## config.mk

```make
export PLATFORM = sky130hd
export DESIGN_NAME = fifo_uart_tx
export DESIGN_NICKNAME = d
export VERILOG_FILES = /design/src/rtl/fifo_uart_tx.sv
export SDC_FILE = /design/constraint.sdc
export NUM_CORES = 1
export LEC_CHECK = 0
export BUFFER_PORTS_ARGS = -buffer_cell sky130_fd_sc_hd__buf_4
export CAP_MARGIN = 10
export CELL_PAD_IN_SITES_DETAIL_PLACEMENT = 0
export CELL_PAD_IN_SITES_GLOBAL_PLACEMENT = 1
export CORE_ASPECT_RATIO = 1.75
export CORE_MARGIN = 1
export CORE_UTILIZATION = 50
export CTS_BUF_LIST = sky130_fd_sc_hd__clkbuf_4 sky130_fd_sc_hd__clkbuf_8
export DETAILED_ROUTE_END_ITERATION = 16
export GPL_TIMING_DRIVEN = 0
export PLACE_DENSITY_LB_ADDON = 0.1
export SKIP_LAST_GASP = 1
export SYNTH_ARGS = -nofsm -noshare
export SYNTH_HDL_FRONTEND = slang
export SYNTH_SLANG_ARGS = --single-unit
export TNS_END_PERCENT = 20
```

## constraint.sdc

```tcl
create_clock -name clk -period 4.17 [get_ports clk]
set_input_delay 0.6255 -clock clk [delete_from_list [all_inputs] [get_ports clk]]
set_output_delay 0.6255 -clock clk [all_outputs]
set_load 0.1 [all_outputs]
```

## src/rtl/fifo_uart_tx.sv

```systemverilog
// Pops one word from the upstream FIFO and shifts it out 8N1 (start, WIDTH bits LSB first, stop).
// Frame is (WIDTH+2)*BAUD_DIV cycles plus 3 cycles IDLE/FETCH/LOAD overhead; one pop per frame.
module fifo_uart_tx #(
   parameter int WIDTH    = 8,
   parameter int CLK_FREQ = 50_000_000,
   parameter int BAUD     = 115200
) (
   input  logic             clk,
   input  logic             rst,
   input  logic             fifo_empty,
   input  logic [WIDTH-1:0] fifo_q,
   output logic             fifo_rd,
   output logic             tx,
   output logic             busy,
   output logic             frame_done
);

   function automatic int clogb2(input int value);
      int n;
      n = 0;
      for (int v = value - 1; v > 0; v = v >> 1) n++;
      return n;
   endfunction

   localparam int BAUD_DIV = CLK_FREQ / BAUD;
   localparam int CNTW     = clogb2(BAUD_DIV) + 1;
   localparam int IDXW     = (WIDTH > 1) ? $clog2(WIDTH) : 1;

   localparam logic [CNTW-1:0] CNT_LAST = CNTW'(BAUD_DIV - 1);
   localparam logic [IDXW-1:0] IDX_LAST = IDXW'(WIDTH - 1);

   typedef enum logic [2:0] {
      IDLE  = 3'd0,
      FETCH = 3'd1,
      LOAD  = 3'd2,
      START = 3'd3,
      DATA  = 3'd4,
      STOP  = 3'd5
   } state_t;

   state_t           state, state_nx;
   logic [CNTW-1:0]  cnt, cnt_nx;
   logic [IDXW-1:0]  idx, idx_nx;
   logic [WIDTH-1:0] shift, shift_nx;
   logic             tx_nx;
   logic             done_nx;
   logic             bit_end;

   assign bit_end = (cnt == CNT_LAST);
   assign fifo_rd = (state == FETCH);
   assign busy    = (state != IDLE);

   always_ff @(posedge clk or posedge rst) begin
      if (rst) begin
         state      <= IDLE;
         cnt        <= '0;
         idx        <= '0;
         shift      <= '0;
         tx         <= 1'b1;
         frame_done <= 1'b0;
      end else begin
         state      <= state_nx;
         cnt        <= cnt_nx;
         idx        <= idx_nx;
         shift      <= shift_nx;
         tx         <= tx_nx;
         frame_done <= done_nx;
      end
   end

   always_comb begin
      state_nx = state;
      cnt_nx   = cnt;
      idx_nx   = idx;
      shift_nx = shift;
      done_nx  = 1'b0;
      tx_nx    = 1'b1;

      case (state)
         IDLE: begin
            if (!fifo_empty) state_nx = FETCH;
         end
         FETCH: begin
            state_nx = LOAD;
         end
         LOAD: begin
            // fifo_q is valid here, one cycle after the pop in FETCH
            shift_nx = fifo_q;
            cnt_nx   = '0;
            idx_nx   = '0;
            state_nx = START;
         end
         START: begin
            if (bit_end) begin
               cnt_nx   = '0;
               state_nx = DATA;
            end else begin
               cnt_nx = cnt + CNTW'(1);
            end
         end
         DATA: begin
            if (bit_end) begin
               cnt_nx   = '0;
               shift_nx = shift >> 1;
               if (idx == IDX_LAST) begin
                  idx_nx   = '0;
                  state_nx = STOP;
               end else begin
                  idx_nx = idx + IDXW'(1);
               end
            end else begin
               cnt_nx = cnt + CNTW'(1);
            end
         end
         STOP: begin
            if (bit_end) begin
               cnt_nx   = '0;
               done_nx  = 1'b1;
               state_nx = IDLE;
            end else begin
               cnt_nx = cnt + CNTW'(1);
            end
         end
         default: begin
            state_nx = IDLE;
         end
      endcase

      // tx is registered, so it is derived from the upcoming state and shift contents
      case (state_nx)
         START:   tx_nx = 1'b0;
         DATA:    tx_nx = shift_nx[0];
         default: tx_nx = 1'b1;
      endcase
   end

endmodule
```

Yosys cells after proc, flatten, opt, wreduce, memory -nomap -nowiden
Cells that the tools add are included. Widths: inputs -> output; s select.

Reduce and logical (&&, ||, !) cells: 6. Muxes and demuxes: 16. Eq/ne operators: 10. Add/sub/neg operators: 2.

Operators by type and width (number): $mux 3 (7); $pmux 10 s2 (1); $pmux 3 s6 (1); $pmux 8 s2 (1); $eq 3x3->1 const B (4); $add 10x1->10 const B (1); $eq 10x9->1 const B (1); $mux 10 (1); $eq 3x2->1 const B (3); $mux 8 (1); $pmux 3 s2 (1); $reduce_bool 2->1 (2); $add 3x1->3 const B (1); $eq 3x1->1 const B (1); $logic_not 3->1 (1); $reduce_bool 3->1 (1); $reduce_or 3->1 (1); $mux 1 (2); $ne 2x2->1 const B (1); $pmux 1 s2 (1); $reduce_and 2->1 (1).

Output and inout bits: 4. Bits in registers: 26.

Logic depth before layout (Yosys ltp)
Depth after elaboration: 6. Gate-level depth with buffers: 9. Gate-level depth less buffers: 7.

Worst setup path after synthesis
OpenSTA, ideal clock, no wires.

Path type: register to output. Start point: reg state[1]. End point: out fifo_rd. Slack: 0.823 ns. Stages on the path, launching flop included: 4. Required time: 3.544 ns. Arrival: 2.722 ns. Path buffers: 2. Path through: dfrtp_1 > clkbuf_2 > buf_6 > nor3_1.

Cells in the longest elaborated chain, start to end: 1.

RTL lines: start, declared (RTL line 41) `state_t state, state_nx;`; start signal, assigned (RTL line 62) `state <= state_nx;`; $eq 3x1->1 (RTL line 50) `assign fifo_rd = (state == FETCH);`; end, declared (RTL line 12) `output logic fifo_rd,`.

Every way passes these cells.

Final worst setup path
Start point: reg state[1]. End point: out busy.

Cells in the longest elaborated chain, start to end: 1.

RTL lines: $reduce_bool 3->1 (RTL line 51) `assign busy = (state != IDLE);`; end, declared (RTL line 14) `output logic busy,`.

Every way passes these cells.

==> results.py <==
metrics = {
    "run_status": {
        "status": "complete, no violations",
    },
    "sta": {
        "maxSlewViolCount": 0,
        "fin_skew_ns": 0.00157,
        "finalHoldViolations": 0,
        "tns_ns": 0,
        "rsz0062_at_grt": "false",
        "relSlewSlack_pct": 34.1,
        "setup_viol": 0,
        "tightest_slew_ns": 0.987,
        "fin_crit_sh_pct": 52.6,
        "period_needed_ns": 2.19,
        "max_freq_ghz": 0.456,
    },
    "grt": {
        "antenna_found_initial": 0,
        "grt_pass1_wl_mm": 5.00,
        "grt.total_usage_pct": 20.8,
        "grt_overflow": 0,
        "grt_max_degree": 27,
        "grt_pass1_vias": 1148,
    },
    "floorplanning": {
        "die_y_um": 73.4,
        "start_util_pct": 53.6,
        "core_um2": 2720,
        "rows": 25,
        "die_w_um": 42.8,
        "pin_count": 15,
        "die_area_um2": 3140,
    },
    "detailed_routing": {
        "met3_wirelength_um": 42,
        "postRouteAntennaNets": 0,
        "wl_met2_mm": 1.48,
        "top_layer": "met4",
        "firstDrtPassIters": 4,
        "viasPerCell": 5.63,
        "drt_iter0_markers": 25,
        "drc": 0,
        "avgRoutedWirePerCell_um": 14.2,
        "wl_met1_mm": 1.21,
        "vias": 1103,
        "wirelength_mm": 2.78,
    },
    "placed_design": {
        "portBuffers": 14,
        "dpl_cell_area_um2": 1600,
        "routabilityCongestion": 0.772,
        "hpwl_mm": 2.09,
    },
    "cells_and_area": {
        "diodes": 0,
        "ff_latch_area_um2": 652,
        "final_cell_mix": "26 x nand2_1, 25 x dfrtp_1, 15 x buf_4",
        "layout_commonest_cell": "nand2_1",
        "final_nets": 185,
        "syn_to_final_growth_pct": 13.3,
        "fillers": 257,
        "multiInputGateArea_um2": 711,
        "stdcell_area_um2": 1650,
        "final_layout_size_suffix_gt1_share_pct": 21.9,
    },
    "logic_synthesis": {
        "seq_area_frac_synth_pct": 44.7,
        "synth_edf_count": 0,
        "async_flop_share_pct": 100,
        "synth_cell_types": 45,
        "yosysWarnings": 0,
        "syn_area_um2": 1460,
        "ys_seq_elements": 26,
        "synth_cells": 151,
        "postSynthAreaPerCell_um2": 9.65,
        "synth_top_area_cell": "dfrtp_1",
        "yosys-top-cells-area": "dfrtp_1 43%, nand2_1 6.7%, o21ai_0 3.8%",
        "synth_fp_nets": 166,
        "synthFlopType": "dfrtp_1",
        "yosys.area.top_type_share_pct": 42.9,
    },
    "critical_path": {
        "crit_path_top_delay_cell": "dfrtp_1",
        "startpoint_type": "flop",
        "required_ns": 3.54,
        "startpoint": "state[1]",
        "timing.rr.start": "cnt[1]",
        "arrival_ns": 1.57,
        "crit_buf_inv": 3,
        "endpoint_kind": "output pin",
        "path_cells": "clkbuf_2 > buf_6 > or3_1 > buf_4",
        "worstPathMaxFanout": 10,
        "crit_family": "buffers and inverters",
        "reg2reg_slack_ns": 2.02,
        "crit_path_max_incr_delay_ns": 0.36,
        "critPathKind": "flop to output pin",
    },
    "hold_path": {
        "hold_class": "flop to flop",
        "hp-start": "shift[3]",
    },
    "clocking": {
        "clkSinkCount": 26,
        "clk_latency_ns": 0.27,
        "ctsResizeCount": 0,
        "clk_pin_slew_worst_paths_ns": 0.09,
        "cts_hold_buf": 0,
        "post-cts-setup-buffer-count": 0,
        "numCtsBuffers": 3,
        "cts_max_level": 1,
        "cts_max_path_buffers": 2,
        "clock_tree.root_cell": "clkbuf_8",
        "cts_tree": "built",
    },
    "job": {
        "max-cap-violations": 0,
    },
    "pwr": {
        "p_leak_nw": 0.781,
        "vdd_ir_drop_max_mv": 0.201,
        "power_density_nw_per_um2": 266,
    },
}
[flip-flops by register name, summed over array words and instances (netlist names)]
name and cells:
tx 1, idx 3, shift 8, cnt 10, frame_done 1, state 3
[routing by layer]
metal  up-vias  track usage (%)
met5         -                0
met4         0             6.25
met3         5             2.21
met2        10             38.4
met1       527             24.8
li1        561                -
[kinds of logic (layout without fill, tap and decap cells)]
kind of cell,after synthesis,in the layout,synth area share [%]
AND/OR/NAND/NOR,68,68,25.5
AO/OA/AOI/OAI,29,29,14.0
flip-flops,26,26,44.7
buffers and inverters,16,34,6.52
XOR/XNOR,6,6,4.12
adder cells (fa/ha/maj),4,4,3.43
multiplexers,2,2,1.72
[cell usage after synthesis (all sizes together) (2+ instances only)]
library cell,count
buf,7
o22ai,3
a22oi,6
nor3b,3
nor4b,2
dfrtp,25
nor3,5
and2,2
a21oi,2
nand2,26
clkbuf,2
xnor2,2
nor2b,2
xor2,4
o21ai,11
nand2b,2
ha,4
nor2,11
nand3,3
inv,7
nand4,6
[tightest hold or removal path: cells and delay by family (launching register included)]
family	cells	cell delay, ns
flip-flops	1	0.35
AND/OR/NAND/NOR	2	0.11
[area by class of cell]
class / count / share of cell area [%]
Sequential cell: 26 / 39.5
Multi-Input combinational cell: 109 / 43.0
Timing Repair Buffer: 14 / 6.36
Clock buffer: 4 / 3.33
Inverter: 7 / 1.59
Buffer: 9 / 4.17
Tap cell: 27 / 2.05
[stage by stage]
step / worst slack, ns / cells / hold WS [ns] / power [mW] / utilization (%)
5_1_grt: 1.89 / 196 / 0.511 / 0.450 / 60.7
3_3_place_gp: 2.05 / 192 / 0.459 / 0.279 / 58.7
3_5_place_dp: 2.04 / 192 / 0.463 / 0.280 / 58.7
6_report: 1.98 / 196 / 0.482 / 0.440 / 60.7
4_1_cts: 1.97 / 196 / 0.485 / 0.441 / 60.7
2_1_floorplan: 0.823 / 151 / 0.446 / 0.270 / -
[worst paths after layout]
kind | end | depth (start not counted)
max in group asynchronous | frame_done | 2
min | shift[3] | 2
max | busy | 4
max reg2reg | tx | 8
min in group asynchronous | cnt[3] | 2
min reg2reg | shift[3] | 2
[report_power, final]
| group | switching [mW] | internal, mW |
|---|---|---|
| clock network | 0.0809 | 0.0845 |
| logic | 0.00840 | 0.00802 |
| registers | 0.00218 | 0.256 |
| total | 0.0915 | 0.348 |
No activity file was read; power rests on OpenSTA's default activity.
